## config.mk

```make
export PLATFORM = sky130hd
export DESIGN_NAME = imem_stream_loader
export DESIGN_NICKNAME = d
export VERILOG_FILES = /design/src/rtl/imem_stream_loader.sv
export SDC_FILE = /design/constraint.sdc
export NUM_CORES = 1
export LEC_CHECK = 0
export BUFFER_PORTS_ARGS = -buffer_cell sky130_fd_sc_hd__buf_2
export CAP_MARGIN = 10
export CORE_UTILIZATION = 57
export CTS_CLUSTER_SIZE = 14
export DETAILED_ROUTE_END_ITERATION = 8
export PLACE_DENSITY_LB_ADDON = 0.3
export SLEW_MARGIN = 20
export SYNTH_ARGS = -nofsm -noshare
export SYNTH_HDL_FRONTEND = slang
export SYNTH_SLANG_ARGS = --single-unit
export TNS_END_PERCENT = 10
```

## constraint.sdc

```tcl
create_clock -name clk -period 3.15 [get_ports clk]
set_input_delay 0.4725 -clock clk [delete_from_list [all_inputs] [get_ports clk]]
set_output_delay 0.4725 -clock clk [all_outputs]
set_load 0.005 [all_outputs]
```

## src/rtl/imem_stream_loader.sv

```systemverilog
// rtl/imem_stream_loader.sv - framed byte-stream loader for the instruction memory write port
// Optional inter-byte timeout guarded by LOADER_TIMEOUT_EN.
module imem_stream_loader #(
  parameter int          ADDR_W         = 10,
  parameter logic [7:0]  MAGIC          = 8'hA5,
  parameter int          TIMEOUT_CYCLES = 65535
) (
  input  logic              clk,
  input  logic              rst,
  input  logic              in_valid,
  input  logic [7:0]        in_data,
  output logic              in_ready,
  input  logic              restart,
  output logic              imem_we,
  output logic [ADDR_W-1:0] imem_waddr,
  output logic [31:0]       imem_wdata,
  output logic              core_hold,
  output logic              done,
  output logic              error,
  output logic [ADDR_W:0]   words_loaded
);

  typedef enum logic [2:0] {
    S_IDLE, S_LEN_LO, S_LEN_HI, S_DATA, S_CHECK, S_DONE, S_ERROR
  } state_t;

  localparam logic [16:0] MAX_WORDS = 17'd1 << ADDR_W;

  state_t              state;
  logic [7:0]          len_lo;
  logic [ADDR_W:0]     len_words;
  logic [1:0]          byte_idx;
  logic [23:0]         word_buf;
  logic [ADDR_W-1:0]   addr;
  logic [7:0]          chk;
  logic                take;
  logic [16:0]         n_words;

  assign take    = in_valid && in_ready;
  assign n_words = {1'b0, in_data, len_lo};

`ifdef LOADER_TIMEOUT_EN
  localparam logic [15:0] TMO_LAST = 16'(TIMEOUT_CYCLES - 1);
  logic [15:0] tmo_cnt;
  logic        frame_active;
  assign frame_active = (state == S_LEN_LO) || (state == S_LEN_HI) ||
                        (state == S_DATA)   || (state == S_CHECK);
`endif

  always_ff @(posedge clk) begin
    if (rst) begin
      state        <= S_IDLE;
      in_ready     <= 1'b1;
      imem_we      <= 1'b0;
      imem_waddr   <= '0;
      imem_wdata   <= '0;
      core_hold    <= 1'b1;
      done         <= 1'b0;
      error        <= 1'b0;
      words_loaded <= '0;
      chk          <= '0;
      len_lo       <= '0;
      len_words    <= '0;
      byte_idx     <= '0;
      word_buf     <= '0;
      addr         <= '0;
`ifdef LOADER_TIMEOUT_EN
      tmo_cnt      <= '0;
`endif
    end else begin
      imem_we <= 1'b0;
      case (state)
        S_IDLE: begin
          if (take && in_data == MAGIC) state <= S_LEN_LO;
        end
        S_LEN_LO: begin
          if (take) begin
            len_lo <= in_data;
            state  <= S_LEN_HI;
          end
        end
        S_LEN_HI: begin
          if (take) begin
            if (n_words > MAX_WORDS) begin
              state     <= S_ERROR;
              error     <= 1'b1;
              core_hold <= 1'b1;
              in_ready  <= 1'b0;
            end else if (n_words == 17'd0) begin
              state <= S_CHECK;
            end else begin
              len_words <= n_words[ADDR_W:0];
              byte_idx  <= '0;
              addr      <= '0;
              state     <= S_DATA;
            end
          end
        end
        S_DATA: begin
          if (take) begin
            chk      <= chk ^ in_data;
            byte_idx <= byte_idx + 2'd1;
            if (byte_idx == 2'd3) begin
              // Last lane goes straight to the write port; the buffer only holds lanes 0..2.
              imem_we      <= 1'b1;
              imem_waddr   <= addr;
              imem_wdata   <= {in_data, word_buf};
              addr         <= addr + 1'b1;
              words_loaded <= words_loaded + 1'b1;
              if ((words_loaded + 1'b1) == len_words) state <= S_CHECK;
            end else begin
              word_buf[8*byte_idx +: 8] <= in_data;
            end
          end
        end
        S_CHECK: begin
          if (take) begin
            in_ready <= 1'b0;
            if (in_data == chk) begin
              state     <= S_DONE;
              done      <= 1'b1;
              core_hold <= 1'b0;
            end else begin
              state     <= S_ERROR;
              error     <= 1'b1;
              core_hold <= 1'b1;
            end
          end
        end
        S_DONE, S_ERROR: begin
          if (restart) begin
            state        <= S_IDLE;
            in_ready     <= 1'b1;
            core_hold    <= 1'b1;
            done         <= 1'b0;
            error        <= 1'b0;
            words_loaded <= '0;
            addr         <= '0;
            chk          <= '0;
          end
        end
        default: state <= S_IDLE;
      endcase

`ifdef LOADER_TIMEOUT_EN
      if (!frame_active || take) begin
        tmo_cnt <= '0;
      end else if (tmo_cnt == TMO_LAST) begin
        tmo_cnt   <= '0;
        state     <= S_ERROR;
        error     <= 1'b1;
        core_hold <= 1'b1;
        in_ready  <= 1'b0;
      end else begin
        tmo_cnt <= tmo_cnt + 16'd1;
      end
`endif
    end
  end

endmodule

```

# Word level (Yosys, flattened, before mapping)
# Index checks and enable logic that the tools add are counted.
# Widths: inputs -> output; s select.
# word_totals
ff_bits	124
out_inout_bits	58
elab_cells	124
# classes
addsub	4
n_lt_le_gt_ge	1
n_eq_ne	23
shift	2
mux	50
n_bitwise	6
reduce_logical	23
# op_table
operator	count
$mux 10	6
$neg 5->34	1
$shift 8x34->24 const A	1
$shiftx 8x34->24	1
$mux 11	3
$mux 3	10
$pmux 10 s3	1
$ne 2x2->1 const B	13
$bwmux 24	1
$pmux 11 s2	1
$pmux 3 s6	1
$logic_not 17->1	1
$gt 16x11->1 const B	1
$mux 8	2
$pmux 8 s2	1
$mux 1	14
$reduce_and 4->1	3
$add 11x1->11 const B	1
$eq 11x11->1	1
$add 10x1->10 const B	1
$mux 2	5
$reduce_and 5->1	2
$eq 3x3->1 const B	3
$pmux 1 s3	3
other kinds (21)	32

# Logic depth before layout (Yosys ltp)
# depth
word_depth	6
mapped_depth	11
ltp_nobuf	8

# Least setup slack after synthesis
# OpenSTA, ideal clock, no wires.
# synth_timing
kind	input port to flip-flop
startpoint	input port in_data[3]
endpoint	register addr[6]
setup_ns	0.070
t_arrival_ns	2.814
slack_ns	0.266
stages	9
path_buffers	3
path_cell_list	buf_2 -> or4_4 -> o211ai_1 -> or4b_1 -> buf_2 -> or2_1 -> clkbuf_1 -> or4_1 -> a21oi_1
# synth_between
elab_chain_len	3
# synth_lines
element	line_no	rtl
start: declaration	11	input logic [7:0] in_data,
$gt 16x11->1 or $logic_not 17->1 (tied branches)	84, 89	
$ne 2x2->1 (no line)	n/a	
$reduce_and 7->1 (no line) *	n/a	
end signal: assignment	108	addr <= addr + 1'b1;
end: declaration	34	logic [ADDR_W-1:0] addr;
# Every way passes the cells marked *; elsewhere a longest branch is shown, timed or not.
# A chain may end at the register's enable or synchronous reset.

# Final worst setup path
# layout_timing
startpoint	register words_loaded[0]
endpoint	register state[1]
# layout_between
elab_chain_len	4
# layout_lines
element	line_no	rtl
start: declaration	20	output logic [ADDR_W:0] words_loaded
start signal: assignment	109	words_loaded <= words_loaded + 1'b1;
$add 11x1->11	110	if ((words_loaded + 1'b1) == len_words) state <= S_CHECK;
$eq 11x11->1	110	
$ne 2x2->1 (no line)	n/a	
$reduce_and 8->1 (no line)	n/a	
end signal: assignment	110	
end signal: assignment	120	state <= S_DONE;
end signal: assignment	124	state <= S_ERROR;
end: declaration	29	state_t state;
# No other way between the ends.

==> tab_implementation.tex <==
\begin{tabular}{lr}
\hline
Metric & Value \\
\hline
\multicolumn{2}{l}{\textbf{Route}} \\
\quad Number of iterations in the first detailed-routing pass & 5 \\
\quad Number of routed nets with antenna violations & 0 \\
\quad Routed via count & 5,148 \\
\quad DRC Markers & 0 \\
\quad Via density per instance & 5.70 \\
\quad Total Routed Length & 13.7 mm \\
\quad Drt initial violations & 402 \\
\quad Routed wire per std cell & 15.1 um \\
\multicolumn{2}{l}{\textbf{Clock network}} \\
\quad Clock latency at the later pin of the worst-skew pair & 0.51 ns \\
\quad Number of gates given a new drive strength after cts & 0 \\
\quad Post-CTS setup buffer count & 0 \\
\quad CTS clk-pin slew, worst paths & 0.06 ns \\
\quad Maximum root-to-sink buffer count & 2 \\
\quad CTS Sinks & 124 \\
\quad Number of CTS-inserted buffers & 17 \\
\quad H-tree level count & 4 \\
\quad CTS tree & yes \\
\quad Post-CTS Hold Buffers & 0 \\
\quad Buffer cell driving the clock tree root & clkbuf\_8 \\
\multicolumn{2}{l}{\textbf{Run}} \\
\quad Max-cap viol count & 0 \\
\multicolumn{2}{l}{\textbf{Global route}} \\
\quad Largest net degree at the start of global routing & 70 \\
\quad Number of global-route vias before repair & 4,796 \\
\quad Global-route wire length before repair & 22.8 mm \\
\quad Number of antenna violations at the first check in global routing & 0 \\
\quad Global routing usage summed across all routing layers & 29.0\% \\
\quad Global route overflow & 0 \\
\multicolumn{2}{l}{\textbf{Timing}} \\
\quad Worst slew margin & 36.1\% \\
\quad Maximum clock frequency & 352 MHz \\
\quad Fin Clk Skew & 0.00762 ns \\
\quad RSZ-0062 raised after global routing & false \\
\quad Final period utilization & 90.3\% \\
\quad Final count of negative-setup-slack endpoints & 0 \\
\quad Number of hold-slack violations in the final timing report & 0 \\
\quad Transition time at the pin with the least slew margin & 0.956 ns \\
\quad Final number of max-transition violations & 0 \\
\quad Crit path time final & 2.84 ns \\
\quad Setup Total Neg Slack & 0 ns \\
\quad Worst-case hold slack & 0.356 ns \\
\multicolumn{2}{l}{\textbf{Placed design}} \\
\quad Routability congestion estimate from global placement & 0.920 \\
\quad Number of buffers added on ports & 69 \\
\quad Detailed-placement wirelength estimate & 9.03 mm \\
\multicolumn{2}{l}{\textbf{Floorplanning}} \\
\quad Die width & 99.6 um \\
\quad Die Y-Extent & 99.6 um \\
\quad Initial Utilization & 58.8\% \\
\quad Count of pins on the block boundary & 70 \\
\quad Core footprint & 9240 um2 \\
\quad Number of core rows & 35 \\
\quad Die ar. & 9930 um2 \\
\multicolumn{2}{l}{\textbf{Layout}} \\
\quad Antenna Cells & 0 \\
\quad Count of filler cells inserted in the layout & 758 \\
\quad Most common library cell in the layout ignoring fill and taps & nand2\_1 \\
\quad Area growth from synthesis to layout & 19.8\% \\
\quad Final-stage net count & 780 \\
\quad Highest-count cells in the layout ignoring fill and taps & nand2\_1 (145), dfxtp\_1 (124), a21oi\_1 (117), buf\_2 (68), nor2\_1 (54) \\
\quad Share of cells above drive strength 1 & 16.5\% \\
\multicolumn{2}{l}{\textbf{Yosys}} \\
\quad Average cell area after synthesis & 7.74 um2 \\
\quad Xor and xnor fraction of the mapped netlist area & 4.03\% \\
\quad Number of nets produced by synthesis & 721 \\
\quad Simple-gate area share of the yosys netlist & 23.6\% \\
\quad Number of warnings printed during yosys synthesis & 0 \\
\quad Gate count of the mapped netlist & 702 \\
\quad Number of synthesized flops with an enable pin & 0 \\
\quad Largest family of logic cells by synthesized area & simple AND/OR/NAND/NOR gates \\
\quad Multiplexer fraction of the synthesized cell area & 1.87\% \\
\quad Number of synthesized register bits & 124 \\
\quad Synth async-reset ratio & 0\% \\
\quad Synthesized-area fraction occupied by ao, oa, aoi and oai cells & 18.8\% \\
\quad Adder-cell share of the synthesized area & 1.61\% \\
\quad Post-synth top flop & dfxtp\_1 \\
\quad Cell area after technology mapping & 5430 um2 \\
\quad Yosys cell types & 48 \\
\quad Fraction of the yosys area taken by sequential cells & 45.7\% \\
\multicolumn{2}{l}{\textbf{Pwr}} \\
\quad Leakage Power & 0.00241 uW \\
\quad Largest vdd supply drop & 365 uV \\
\quad Power spent charging and discharging nets & 803 uW \\
\quad Proportion of power drawn by combinational gates & 2.3\% \\
\quad Total power density per cell area & 546 nW/um2 \\
\quad Power share of the clock group & 53.6\% \\
\quad Switching share of power & 22.6\% \\
\quad Internal power summed over all cells & 2750 uW \\
\quad Sequential cell fraction of total power & 44.1\% \\
\multicolumn{2}{l}{\textbf{Worst setup path}} \\
\quad Cell seen most often among critical-path stages & nand3\_1 \\
\quad Arrival @ worst endpoint & 3.19 ns \\
\quad Top delay family on crit path & simple AND/OR/NAND/NOR gates \\
\quad Type of origin of the critical path & flip-flop \\
\quad Number of buffer and inverter instances along the worst setup path & 0 \\
\quad Worst Reg-to-Reg Cells & 8 \\
\quad Type of destination of the critical path & flip-flop \\
\quad Critical Path RT & 3.50 ns \\
\quad Critical-path maximum fanout & 7 \\
\quad CP max stage cell & or4b\_2 \\
\quad Slowest cell delay on critical path & 0.65 ns \\
\quad Critical R2R Capture & state[1] \\
\quad Crit-path cells & ha\_1 -> nand3\_1 -> nor4\_1 -> xnor2\_1 -> nand3\_1 -> or4b\_2 -> nand2\_1 -> a221oi\_1 \\
\quad Reg-to-reg startpoint & words\_loaded[0] \\
\quad Setup CP Type & reg -> reg \\
\quad Worst Setup EP & state[1] \\
\quad Launching element of the worst setup path & words\_loaded[0] \\
\quad CP Depth & 8 \\
\quad Register-to-register path setup slack & 0.31 ns \\
\multicolumn{2}{l}{\textbf{Status}} \\
\quad Outcome & complete, no violations \\
\multicolumn{2}{l}{\textbf{Min path}} \\
\quad Hold Crit Class & in -> reg \\
\hline
\end{tabular}
==> how the worst min path moves through the flow <==
stage | startpoint | to | slack [ns] | cells past startpoint
floorplan | word_buf[0] | imem_wdata[0] | 0.43 | 2
global route | in_data[7] | imem_wdata[31] | 0.36 | 3
global placement | imem_waddr[9] | imem_waddr[9] | 0.44 | 2
detailed placement | word_buf[8] | word_buf[8] | 0.44 | 2
finish | in_data[7] | imem_wdata[31] | 0.36 | 3
CTS | in_data[7] | imem_wdata[31] | 0.33 | 3
==> power groups by stage <==
stage                     Clock [uW]  Combinational [uW]  Sequential, uW
after floorplan                    0                50.8            1600
after global placement             0                80.2            1600
after detailed placement           0                81.0            1600
after CTS                       1930                81.5            1570
after global routing            2000                88.4            1570
final                           1900                82.6            1570
==> routing by layer <==
metal  GRT usage, %  up-vias  wire (um)
li1               -     2530          -
met2           47.9      220       6580
met3           5.62       24        883
met5              0        -          0
met4           11.2        0        229
met1           37.5     2374       5980
==> cells in the mapped netlist (all sizes together), types with 6 or more instances <==
library cell / n / area [um2]
nand2: 145 / 544
dfxtp: 124 / 2480
a21oi: 117 / 586
nor2: 55 / 206
clkbuf: 45 / 169
nand3: 35 / 175
o21ai: 33 / 165
xnor2: 16 / 140
nor3: 15 / 75.1
inv: 10 / 37.5
a211oi: 9 / 67.6
mux2i: 9 / 90.1
xor2: 9 / 78.8
and2: 7 / 43.8
ha: 7 / 87.6
nand4: 6 / 37.5
==> state kept, by name, indices dropped and copies added, names as in the netlist <==
register,flops
addr,10
byte_idx,2
chk,8
core_hold,1
done,1
error,1
imem_waddr,10
imem_wdata,32
imem_we,1
in_ready,1
len_lo,8
len_words,11
state,3
word_buf,24
words_loaded,11
==> kinds of logic (layout without fill, tap and decap cells) <==
logic type      count (synthesis)  count (layout)
compound gates                185             185
xor+xnor                       25              25
fa+ha+maj                       7               7
buf+inv                        60             132
flops                         124             124
mux                            10              10
simple gates                  291             291
==> per-stage QoR <==
stage | area, um2 | instances | setup slack (ns) | total power, uW | utilization [%]
after floorplan | 5430 | 702 | 0.266 | 1650 | -
after global placement | 5920 | 871 | 0.191 | 1680 | 64.1
after detailed placement | 5920 | 871 | 0.159 | 1680 | 64.1
after CTS | 6510 | 903 | 0.321 | 3580 | 70.4
after global routing | 6510 | 903 | 0.0854 | 3660 | 70.4
final | 6510 | 903 | 0.306 | 3560 | 70.4
==> layout make-up <==
type	instances	area (um2)	area share, %
multi-input cells	518	2720	41.8
flip-flops and latches	124	2480	38.1
repair buffers	90	518	7.96
clock buffers	18	428	6.58
well taps	129	161	2.48
clock inverters	14	159	2.44
inverters	10	37.5	0.577
==> worst min-delay path, delay by kind of cell <==
family | cells | cell delay [ns]
simple gates | 1 | 0.09
buf+inv | 1 | 0.19
compound gates | 1 | 0.06
No activity file was read; power rests on OpenSTA's default activity.
